$ cat src/rtl/fcpu_pkg.sv
// fcpu shared package: core sizing constants, commit classification and
// the reorder-buffer entry layout.
//   No ports; imported by the ROB interface and the ROB top.
package fcpu_pkg;

   localparam int unsigned N_ROB_W    = 4;
   localparam int unsigned ROB_DEPTH  = 1 << N_ROB_W;
   localparam int unsigned N_CDB      = 2;
   localparam int unsigned DATA_W     = 32;
   localparam int unsigned REG_ADDR_W = 5;

   // How a retiring instruction is applied to architectural state.
   typedef enum logic [2:0] {
      commit_alu    = 3'd0,
      commit_load   = 3'd1,
      commit_store  = 3'd2,
      commit_branch = 3'd3,
      commit_nop    = 3'd4
   } commit_type_t;

   typedef logic [N_ROB_W-1:0] rob_tag_t;

   typedef struct packed {
      logic                  valid;
      logic                  done;
      logic                  mispredict;
      commit_type_t          ctype;
      logic [REG_ADDR_W-1:0] dst_reg;
      logic [DATA_W-1:0]     data;
   } rob_entry_t;

endpackage

$ cat src/rtl/fcpu_rob_if.sv
// Reorder-buffer interface: dispatch allocation, CDB write-back, in-order
// commit and flush/occupancy status.
//   master : dispatch/cdb/commit_ready producer (core side, bench)
//   slave  : the reorder buffer itself
interface fcpu_rob_if;
   import fcpu_pkg::*;

   logic                      dispatch_valid;
   logic                      dispatch_ready;
   commit_type_t              dispatch_type;
   logic [REG_ADDR_W-1:0]     dispatch_dst_reg;
   rob_tag_t                  dispatch_tag;

   logic [N_CDB-1:0]          cdb_valid;
   logic [N_CDB*N_ROB_W-1:0]  cdb_tag;
   logic [N_CDB*DATA_W-1:0]   cdb_data;
   logic [N_CDB-1:0]          cdb_mispredict;

   logic                      commit_valid;
   logic                      commit_ready;
   commit_type_t              commit_type;
   logic [REG_ADDR_W-1:0]     commit_dst_reg;
   logic [DATA_W-1:0]         commit_data;
   rob_tag_t                  commit_tag;

   logic                      flush;
   logic [N_ROB_W:0]          count;

   modport master (
      output dispatch_valid, dispatch_type, dispatch_dst_reg,
      output cdb_valid, cdb_tag, cdb_data, cdb_mispredict,
      output commit_ready,
      input  dispatch_ready, dispatch_tag,
      input  commit_valid, commit_type, commit_dst_reg, commit_data, commit_tag,
      input  flush, count
   );

   modport slave (
      input  dispatch_valid, dispatch_type, dispatch_dst_reg,
      input  cdb_valid, cdb_tag, cdb_data, cdb_mispredict,
      input  commit_ready,
      output dispatch_ready, dispatch_tag,
      output commit_valid, commit_type, commit_dst_reg, commit_data, commit_tag,
      output flush, count
   );

endinterface

$ cat src/rtl/fcpu_rob.sv
// fcpu reorder buffer: allocates in-order tags at dispatch, captures
// out-of-order CDB results, retires one entry per cycle in program order
// and pulses flush after a mispredicted branch retires.
//   clk, rst : clock, asynchronous active-high reset
//   rob      : fcpu_rob_if.slave (dispatch, cdb, commit, flush, count)
module fcpu_rob (
   input  logic       clk,
   input  logic       rst,
   fcpu_rob_if.slave  rob
);
   import fcpu_pkg::*;

   localparam int unsigned PTR_W = N_ROB_W + 1;

   logic [PTR_W-1:0] head;
   logic [PTR_W-1:0] tail;
   rob_entry_t       entries [ROB_DEPTH];
   logic             flush_q;

   rob_tag_t         head_idx;
   rob_tag_t         tail_idx;
   rob_entry_t       head_e;
   logic             full;
   logic             commit_fire;
   logic             flush_fire;
   logic             dispatch_fire;

   rob_tag_t         cdb_tag_p  [N_CDB];
   logic [DATA_W-1:0] cdb_data_p [N_CDB];

   assign head_idx = head[N_ROB_W-1:0];
   assign tail_idx = tail[N_ROB_W-1:0];
   assign head_e   = entries[head_idx];

   // Wrap bits differ with equal indices: every slot is occupied.
   assign full = (head[N_ROB_W] != tail[N_ROB_W]) && (head_idx == tail_idx);

   assign commit_fire   = rob.commit_valid && rob.commit_ready;
   assign flush_fire    = commit_fire && (head_e.ctype == commit_branch) && head_e.mispredict;
   // No pass-through: a same-cycle commit never frees a slot for dispatch.
   assign dispatch_fire = rob.dispatch_valid && rob.dispatch_ready;

   assign rob.dispatch_ready = !rst && !full && !flush_fire;
   assign rob.dispatch_tag   = tail_idx;
   assign rob.commit_valid   = head_e.valid && head_e.done;
   assign rob.commit_type    = head_e.ctype;
   assign rob.commit_dst_reg = head_e.dst_reg;
   assign rob.commit_data    = head_e.data;
   assign rob.commit_tag     = head_idx;
   assign rob.flush          = flush_q;
   assign rob.count          = tail - head;

   // Unpack the flat CDB buses into per-port fields.
   always_comb begin
      for (int p = 0; p < int'(N_CDB); p++) begin
         cdb_tag_p[p]  = rob.cdb_tag[p*N_ROB_W +: N_ROB_W];
         cdb_data_p[p] = rob.cdb_data[p*DATA_W +: DATA_W];
      end
   end

   // Head/tail pointers and the one-cycle flush pulse.
   always_ff @(posedge clk or posedge rst) begin
      if (rst) begin
         head    <= '0;
         tail    <= '0;
         flush_q <= 1'b0;
      end else begin
         flush_q <= flush_fire;
         if (commit_fire)
            head <= head + PTR_W'(1);
         if (flush_fire)
            tail <= head + PTR_W'(1);
         else if (dispatch_fire)
            tail <= tail + PTR_W'(1);
      end
   end

   // Entry array: allocate at tail, retire at head, CDB capture anywhere.
   always_ff @(posedge clk or posedge rst) begin
      if (rst) begin
         for (int i = 0; i < int'(ROB_DEPTH); i++)
            entries[i] <= '0;
      end else if (flush_fire) begin
         for (int i = 0; i < int'(ROB_DEPTH); i++) begin
            entries[i].valid      <= 1'b0;
            entries[i].done       <= 1'b0;
            entries[i].mispredict <= 1'b0;
         end
      end else begin
         for (int i = 0; i < int'(ROB_DEPTH); i++) begin
            if (commit_fire && (head_idx == N_ROB_W'(i)))
               entries[i].valid <= 1'b0;
            if (dispatch_fire && (tail_idx == N_ROB_W'(i))) begin
               entries[i].valid      <= 1'b1;
               entries[i].done       <= 1'b0;
               entries[i].mispredict <= 1'b0;
               entries[i].ctype      <= rob.dispatch_type;
               entries[i].dst_reg    <= rob.dispatch_dst_reg;
               entries[i].data       <= '0;
            end
            // Highest port first so the lowest-index port's write lands last.
            for (int p = int'(N_CDB) - 1; p >= 0; p--) begin
               if (rob.cdb_valid[p] && (cdb_tag_p[p] == N_ROB_W'(i)) && entries[i].valid &&
                   !(dispatch_fire && (tail_idx == N_ROB_W'(i)))) begin
                  entries[i].done       <= 1'b1;
                  entries[i].data       <= cdb_data_p[p];
                  entries[i].mispredict <= (entries[i].ctype == commit_branch) && rob.cdb_mispredict[p];
               end
            end
         end
      end
   end

endmodule

$ cat src/flat_wrapper.sv
// flat-port wrapper written by rule: the top's interface ports become plain ports
module fcpu_rob_flat import fcpu_pkg::*;
  (clk, rst, rob_dispatch_valid, rob_dispatch_type, rob_dispatch_dst_reg, rob_cdb_valid, rob_cdb_tag, rob_cdb_data, rob_cdb_mispredict, rob_commit_ready, rob_dispatch_ready, rob_dispatch_tag, rob_commit_valid, rob_commit_type, rob_commit_dst_reg, rob_commit_data, rob_commit_tag, rob_flush, rob_count);
  fcpu_rob_if rob_i ();
  input  logic clk;
  input  logic rst;
  input wire logic [$bits(rob_i.dispatch_valid)-1:0] rob_dispatch_valid;
  input wire logic [$bits(rob_i.dispatch_type)-1:0] rob_dispatch_type;
  input wire logic [$bits(rob_i.dispatch_dst_reg)-1:0] rob_dispatch_dst_reg;
  input wire logic [$bits(rob_i.cdb_valid)-1:0] rob_cdb_valid;
  input wire logic [$bits(rob_i.cdb_tag)-1:0] rob_cdb_tag;
  input wire logic [$bits(rob_i.cdb_data)-1:0] rob_cdb_data;
  input wire logic [$bits(rob_i.cdb_mispredict)-1:0] rob_cdb_mispredict;
  input wire logic [$bits(rob_i.commit_ready)-1:0] rob_commit_ready;
  output wire logic [$bits(rob_i.dispatch_ready)-1:0] rob_dispatch_ready;
  output wire logic [$bits(rob_i.dispatch_tag)-1:0] rob_dispatch_tag;
  output wire logic [$bits(rob_i.commit_valid)-1:0] rob_commit_valid;
  output wire logic [$bits(rob_i.commit_type)-1:0] rob_commit_type;
  output wire logic [$bits(rob_i.commit_dst_reg)-1:0] rob_commit_dst_reg;
  output wire logic [$bits(rob_i.commit_data)-1:0] rob_commit_data;
  output wire logic [$bits(rob_i.commit_tag)-1:0] rob_commit_tag;
  output wire logic [$bits(rob_i.flush)-1:0] rob_flush;
  output wire logic [$bits(rob_i.count)-1:0] rob_count;
  assign rob_i.dispatch_valid = rob_dispatch_valid;
  assign rob_i.dispatch_type = rob_dispatch_type;
  assign rob_i.dispatch_dst_reg = rob_dispatch_dst_reg;
  assign rob_i.cdb_valid = rob_cdb_valid;
  assign rob_i.cdb_tag = rob_cdb_tag;
  assign rob_i.cdb_data = rob_cdb_data;
  assign rob_i.cdb_mispredict = rob_cdb_mispredict;
  assign rob_i.commit_ready = rob_commit_ready;
  assign rob_dispatch_ready = rob_i.dispatch_ready;
  assign rob_dispatch_tag = rob_i.dispatch_tag;
  assign rob_commit_valid = rob_i.commit_valid;
  assign rob_commit_type = rob_i.commit_type;
  assign rob_commit_dst_reg = rob_i.commit_dst_reg;
  assign rob_commit_data = rob_i.commit_data;
  assign rob_commit_tag = rob_i.commit_tag;
  assign rob_flush = rob_i.flush;
  assign rob_count = rob_i.count;
  fcpu_rob u_core (.clk(clk), .rst(rst), .rob(rob_i));
endmodule
$ cat config.mk
export PLATFORM = sky130hd
export DESIGN_NAME = fcpu_rob_flat
export DESIGN_NICKNAME = d
export VERILOG_FILES = /design/src/rtl/fcpu_pkg.sv /design/src/rtl/fcpu_rob_if.sv /design/src/rtl/fcpu_rob.sv /design/src/flat_wrapper.sv
export SDC_FILE = /design/constraint.sdc
export NUM_CORES = 2
export LEC_CHECK = 0
export CAP_MARGIN = 30
export CORE_MARGIN = 2
export CORE_UTILIZATION = 31
export DETAILED_ROUTE_END_ITERATION = 7
export GPL_TIMING_DRIVEN = 0
export PLACE_DENSITY = 0.5
export SYNTH_ARGS = -nofsm -noshare
export SYNTH_HDL_FRONTEND = slang
export SYNTH_SLANG_ARGS = --single-unit
$ cat constraint.sdc
create_clock -name clk -period 22.6 [get_ports clk]
set_input_delay 3.39 -clock clk [delete_from_list [all_inputs] [get_ports clk]]
set_output_delay 3.39 -clock clk [all_outputs]
set_load 0.01 [all_outputs]
==> impl.org <==
** Run status
- Run status :: complete, no violations

** Synthesis
- Part of the Yosys area used for sequential elements :: 0.474
- Top flip-flop cell by instance count after synthesis :: sky130_fd_sc_hd__dfrtp_1
- Ranked by total cell area, the synthesized netlist is headed by sky130_fd_sc_hd__dfrtp_1, sky130_fd_sc_hd__mux4_2, sky130_fd_sc_hd__o2bb2ai_1.
- Post-synthesis sequential element count :: 699
- The number of different library cells used by synthesis comes to 53.
- During synthesis, Yosys emitted a total of 0 warnings.
- The cell count after synthesis came out at 3,084.
- Cell accounting for the most synthesized area :: sky130_fd_sc_hd__dfrtp_1
- By count the netlist is led by sky130_fd_sc_hd__dfrtp_1, sky130_fd_sc_hd__o2bb2ai_1, sky130_fd_sc_hd__a22oi_1.
- Top cell type's share of synthesized area :: 0.474
- The average instance in the mapped netlist occupies 12.0 um^2.
- Netlist area before placement :: 36,900 um^2
- Nets in the synthesized netlist :: 3,185
- Share of flip-flops with an asynchronous set or reset after synthesis :: 1.00
- The synthesized design contains 0 enable-type register cells.
- Most common cell in the synthesized netlist :: sky130_fd_sc_hd__dfrtp_1

** Timing
- Final setup violating endpoints :: 0
- For this run, the top clock speed supported by timing is 103 MHz.
- Fin. Hold Viols :: 0
- At the pin with the least slew margin, the transition time is 1150 ps.
- Max-slew headroom at the worst pin :: 0.236
- The worst path in the final design needs a cycle of 9750 ps, including I/O delays and setup.
- In the final timing run, aggregate negative setup slack is 0 ps.
- Setup repair after global routing left no endpoint under its margin.
- The final-report max-slew violation count is 0.
- Crit share post-route :: 0.431
- Clock skew on the completed layout was measured at 35.3 ps.

** Setup path
- Measured in cells, the most critical reg-to-reg path has a length of 13.
- End of the worst register-to-register path :: u_core.entries[387]
- The critical path is of the in2out type.
- The worst register-to-register path begins at u_core.head[2].
- STA classifies the critical path startpoint as an input port.
- At the worst endpoint, the required time is 19,210 ps.
- CP max FO :: 10
- The worst setup path is captured at an output port.
- Critical Path Sink :: rob_dispatch_ready
- Launch point of the critical path :: rob_commit_ready
- Slack of the worst reg-to-reg path :: 17,320 ps
- At the worst endpoint, the arrival time is 6360 ps.

** Route
- Mean number of vias per cell :: 6.34
- Sum of routed wire length over all layers :: 165 mm
- Dividing the detail-routed wire length by the instance count gives 33.5 um.
- The first detailed-routing pass ran for 6 iterations.
- Detailed-route DRC error count :: 0
- Via total after detailed routing :: 31,300
- Iter 0 DRT Violations :: 3,995
- Number of nets with antenna violations after routing :: 0

** CTS
- Buffers inserted to repair hold after CTS numbered 0.
- For the worst-skew pair, the clock arrives at the later sink with an insertion delay of 670 ps.
- Clock-pin slew was measured on the worst setup and hold paths at 60 ps.
- Clock root buffer master :: sky130_fd_sc_hd__clkbuf_16
- For this design, the sink count on the clock tree is 699.
- CTS tree :: done
- The number of setup buffers added after CTS is 0.
- Maximum clock path buffer count :: 3
- Gates resized, CTS repair :: 0
- Number of CTS-inserted buffers :: 80
- The clock tree synthesis step divided the H-tree into 3 levels.

** Global routing
- The via count of the first global-routing pass was 31,000.
- Entering global routing, the biggest net connects 41 pins.
- Antenna violations before repair :: 12
- Total Routing Usage GR :: 0.269
- The first global-routing pass estimated 236 mm of wire.
- For this run the aggregate overflow at the end of global routing stands at 0.

** Placement
- Total placed instance area :: 40,800 um^2
- The count of buffers added on input and output ports is 111.
- GP Congestion :: 0.984
- HPWL Detailed :: 117 mm
- The number of placed instances, taps included, is 4,781.

** Floorplan
- Row count :: 126
- The die covers 122,000 um^2.
- Die boundary height :: 349 um
- Width of the die :: 349 um
- The floorplan step defined a core boundary enclosing 118,000 um^2.
- The initial utilization of the core area, before any placement, comes to 0.313.
- In this run the count of I/O pins placed on the die edge is 144.

** Final layout
- Leaving out filler cells and counting taps, the final layout contains 4,935.
- Layout-stage area growth over the synthesis result :: 17.6%
- Share of the core filled with cells :: 0.368
- Net total in the final layout :: 3,434
- In the final layout, the share of cells above drive strength 1 is 0.161.
- Final instance area :: 43,400 um^2

** Power
- Maximum vdd drop :: 0.0587 mV
- In this run the power density over the cells is 132 nW/um^2.
- Leakage power total :: 17.5 nW

** Min path
- The path class of the tightest hold or removal check is reg2reg.

** Job
- Number of max-cap violations :: 0
[state kept, by name, summed over array words and instances (netlist names)]
| signal | cells |
|---|---|
| u_core.entries | 688 |
| u_core.rob.flush | 1 |
| u_core.head | 5 |
| u_core.tail | 5 |
[where the power goes]
part	switching, mW	internal (mW)
clock	0.568	0.753
combinational	1.10	1.16
sequential	0.347	1.79
total	2.02	3.71
[critical path, stage by stage]
cell and delay, ps:
sky130_fd_sc_hd__clkdlybuf4s50_1 460, sky130_fd_sc_hd__inv_1 80, sky130_fd_sc_hd__a221oi_2 240, sky130_fd_sc_hd__and3_1 210, sky130_fd_sc_hd__buf_2 230, sky130_fd_sc_hd__nand2_1 270, sky130_fd_sc_hd__inv_2 120, sky130_fd_sc_hd__buf_2 360
sky130_fd_sc_hd__buf_2 390, sky130_fd_sc_hd__a211oi_1 90, sky130_fd_sc_hd__clkdlybuf4s50_1 500
[per-stage QoR]
stage | hold slack, ps | power [mW] | setup slack (ps)
2_1_floorplan | 451 | 3.46 | 9640
3_3_place_gp | 466 | 4.32 | 4230
3_5_place_dp | 469 | 4.39 | 12900
4_1_cts | 484 | 5.72 | 12880
5_1_grt | 493 | 5.96 | 12760
6_report | 480 | 5.73 | 12850
[per-layer routing]
metal | wire, um | GRT usage | up-vias
li1 | - | - | 12700
met1 | 67200 | 0.362 | 16300
met2 | 73400 | 0.405 | 1905
met3 | 17100 | 0.0709 | 410
met4 | 7760 | 0.118 | 8
met5 | 58 | 0 | -
[placed cells by master, fill, tap and decap left out, types with 8 or more instances in the layout]
cell type                         instances
sky130_fd_sc_hd__inv_1                   17
sky130_fd_sc_hd__buf_6                    9
sky130_fd_sc_hd__buf_2                  113
sky130_fd_sc_hd__buf_1                   46
sky130_fd_sc_hd__dfrtp_1                699
sky130_fd_sc_hd__mux4_2                 204
sky130_fd_sc_hd__clkbuf_16               83
sky130_fd_sc_hd__o2bb2ai_1              480
sky130_fd_sc_hd__nand3_1                 46
sky130_fd_sc_hd__nor2b_1                 16
sky130_fd_sc_hd__nand2b_1                 8
sky130_fd_sc_hd__o21ai_2                 21
sky130_fd_sc_hd__nor2_1                  79
sky130_fd_sc_hd__clkinv_2                10
sky130_fd_sc_hd__a22oi_1                392
sky130_fd_sc_hd__mux2i_1                 11
sky130_fd_sc_hd__a21oi_1                139
sky130_fd_sc_hd__buf_12                  21
sky130_fd_sc_hd__buf_4                   21
sky130_fd_sc_hd__ha_1                    12
sky130_fd_sc_hd__mux2_1                 128
sky130_fd_sc_hd__and3_1                 127
sky130_fd_sc_hd__o21ai_0                 21
sky130_fd_sc_hd__clkbuf_8                18
sky130_fd_sc_hd__diode_2                  9
sky130_fd_sc_hd__clkdlybuf4s50_1        111
sky130_fd_sc_hd__nand2_1                 71
sky130_fd_sc_hd__buf_8                   20
sky130_fd_sc_hd__clkbuf_1               263
sky130_fd_sc_hd__o22a_1                  32
sky130_fd_sc_hd__nor3_1                  71
sky130_fd_sc_hd__a21o_1                  11
sky130_fd_sc_hd__xnor2_1                  9
[worst min path at each step]
stage	start	endpoint	cells past startpoint
after global placement	u_core.entries[645]	u_core.entries[645]	1
after floorplan	u_core.entries[215]	u_core.entries[215]	1
after CTS	u_core.entries[70]	u_core.entries[70]	1
after detailed placement	u_core.entries[155]	u_core.entries[155]	1
final	u_core.entries[70]	u_core.entries[70]	1
after global routing	u_core.entries[354]	u_core.entries[354]	1
[final cells by class]
class | count | area, um^2
Antenna cell | 9 | 22.5
Tap cell | 1536 | 1920
Fill cell | 11600 | 74700
Inverter | 22 | 88.8
Buffer | 420 | 1780
Multi-Input combinational cell | 1943 | 17600
Clock buffer | 119 | 2390
Timing Repair Buffer | 167 | 2000
Sequential cell | 699 | 17500
Clock inverter | 20 | 175
[logic make-up (layout without fill, tap and decap cells)]
logic type	Yosys count	in the layout	share of synthesized area
xor gates and xnor gates	15	15	0.00356
other	0	9	0
adders and majority gates	13	13	0.00461
and+or+nand+nor	444	444	0.0620
muxes	343	343	0.166
AOI/OAI and AO/OA	1128	1128	0.239
DFF	699	699	0.474
buffers and inverters	442	748	0.0504
Note: power is estimated with default switching activity, not from simulation.
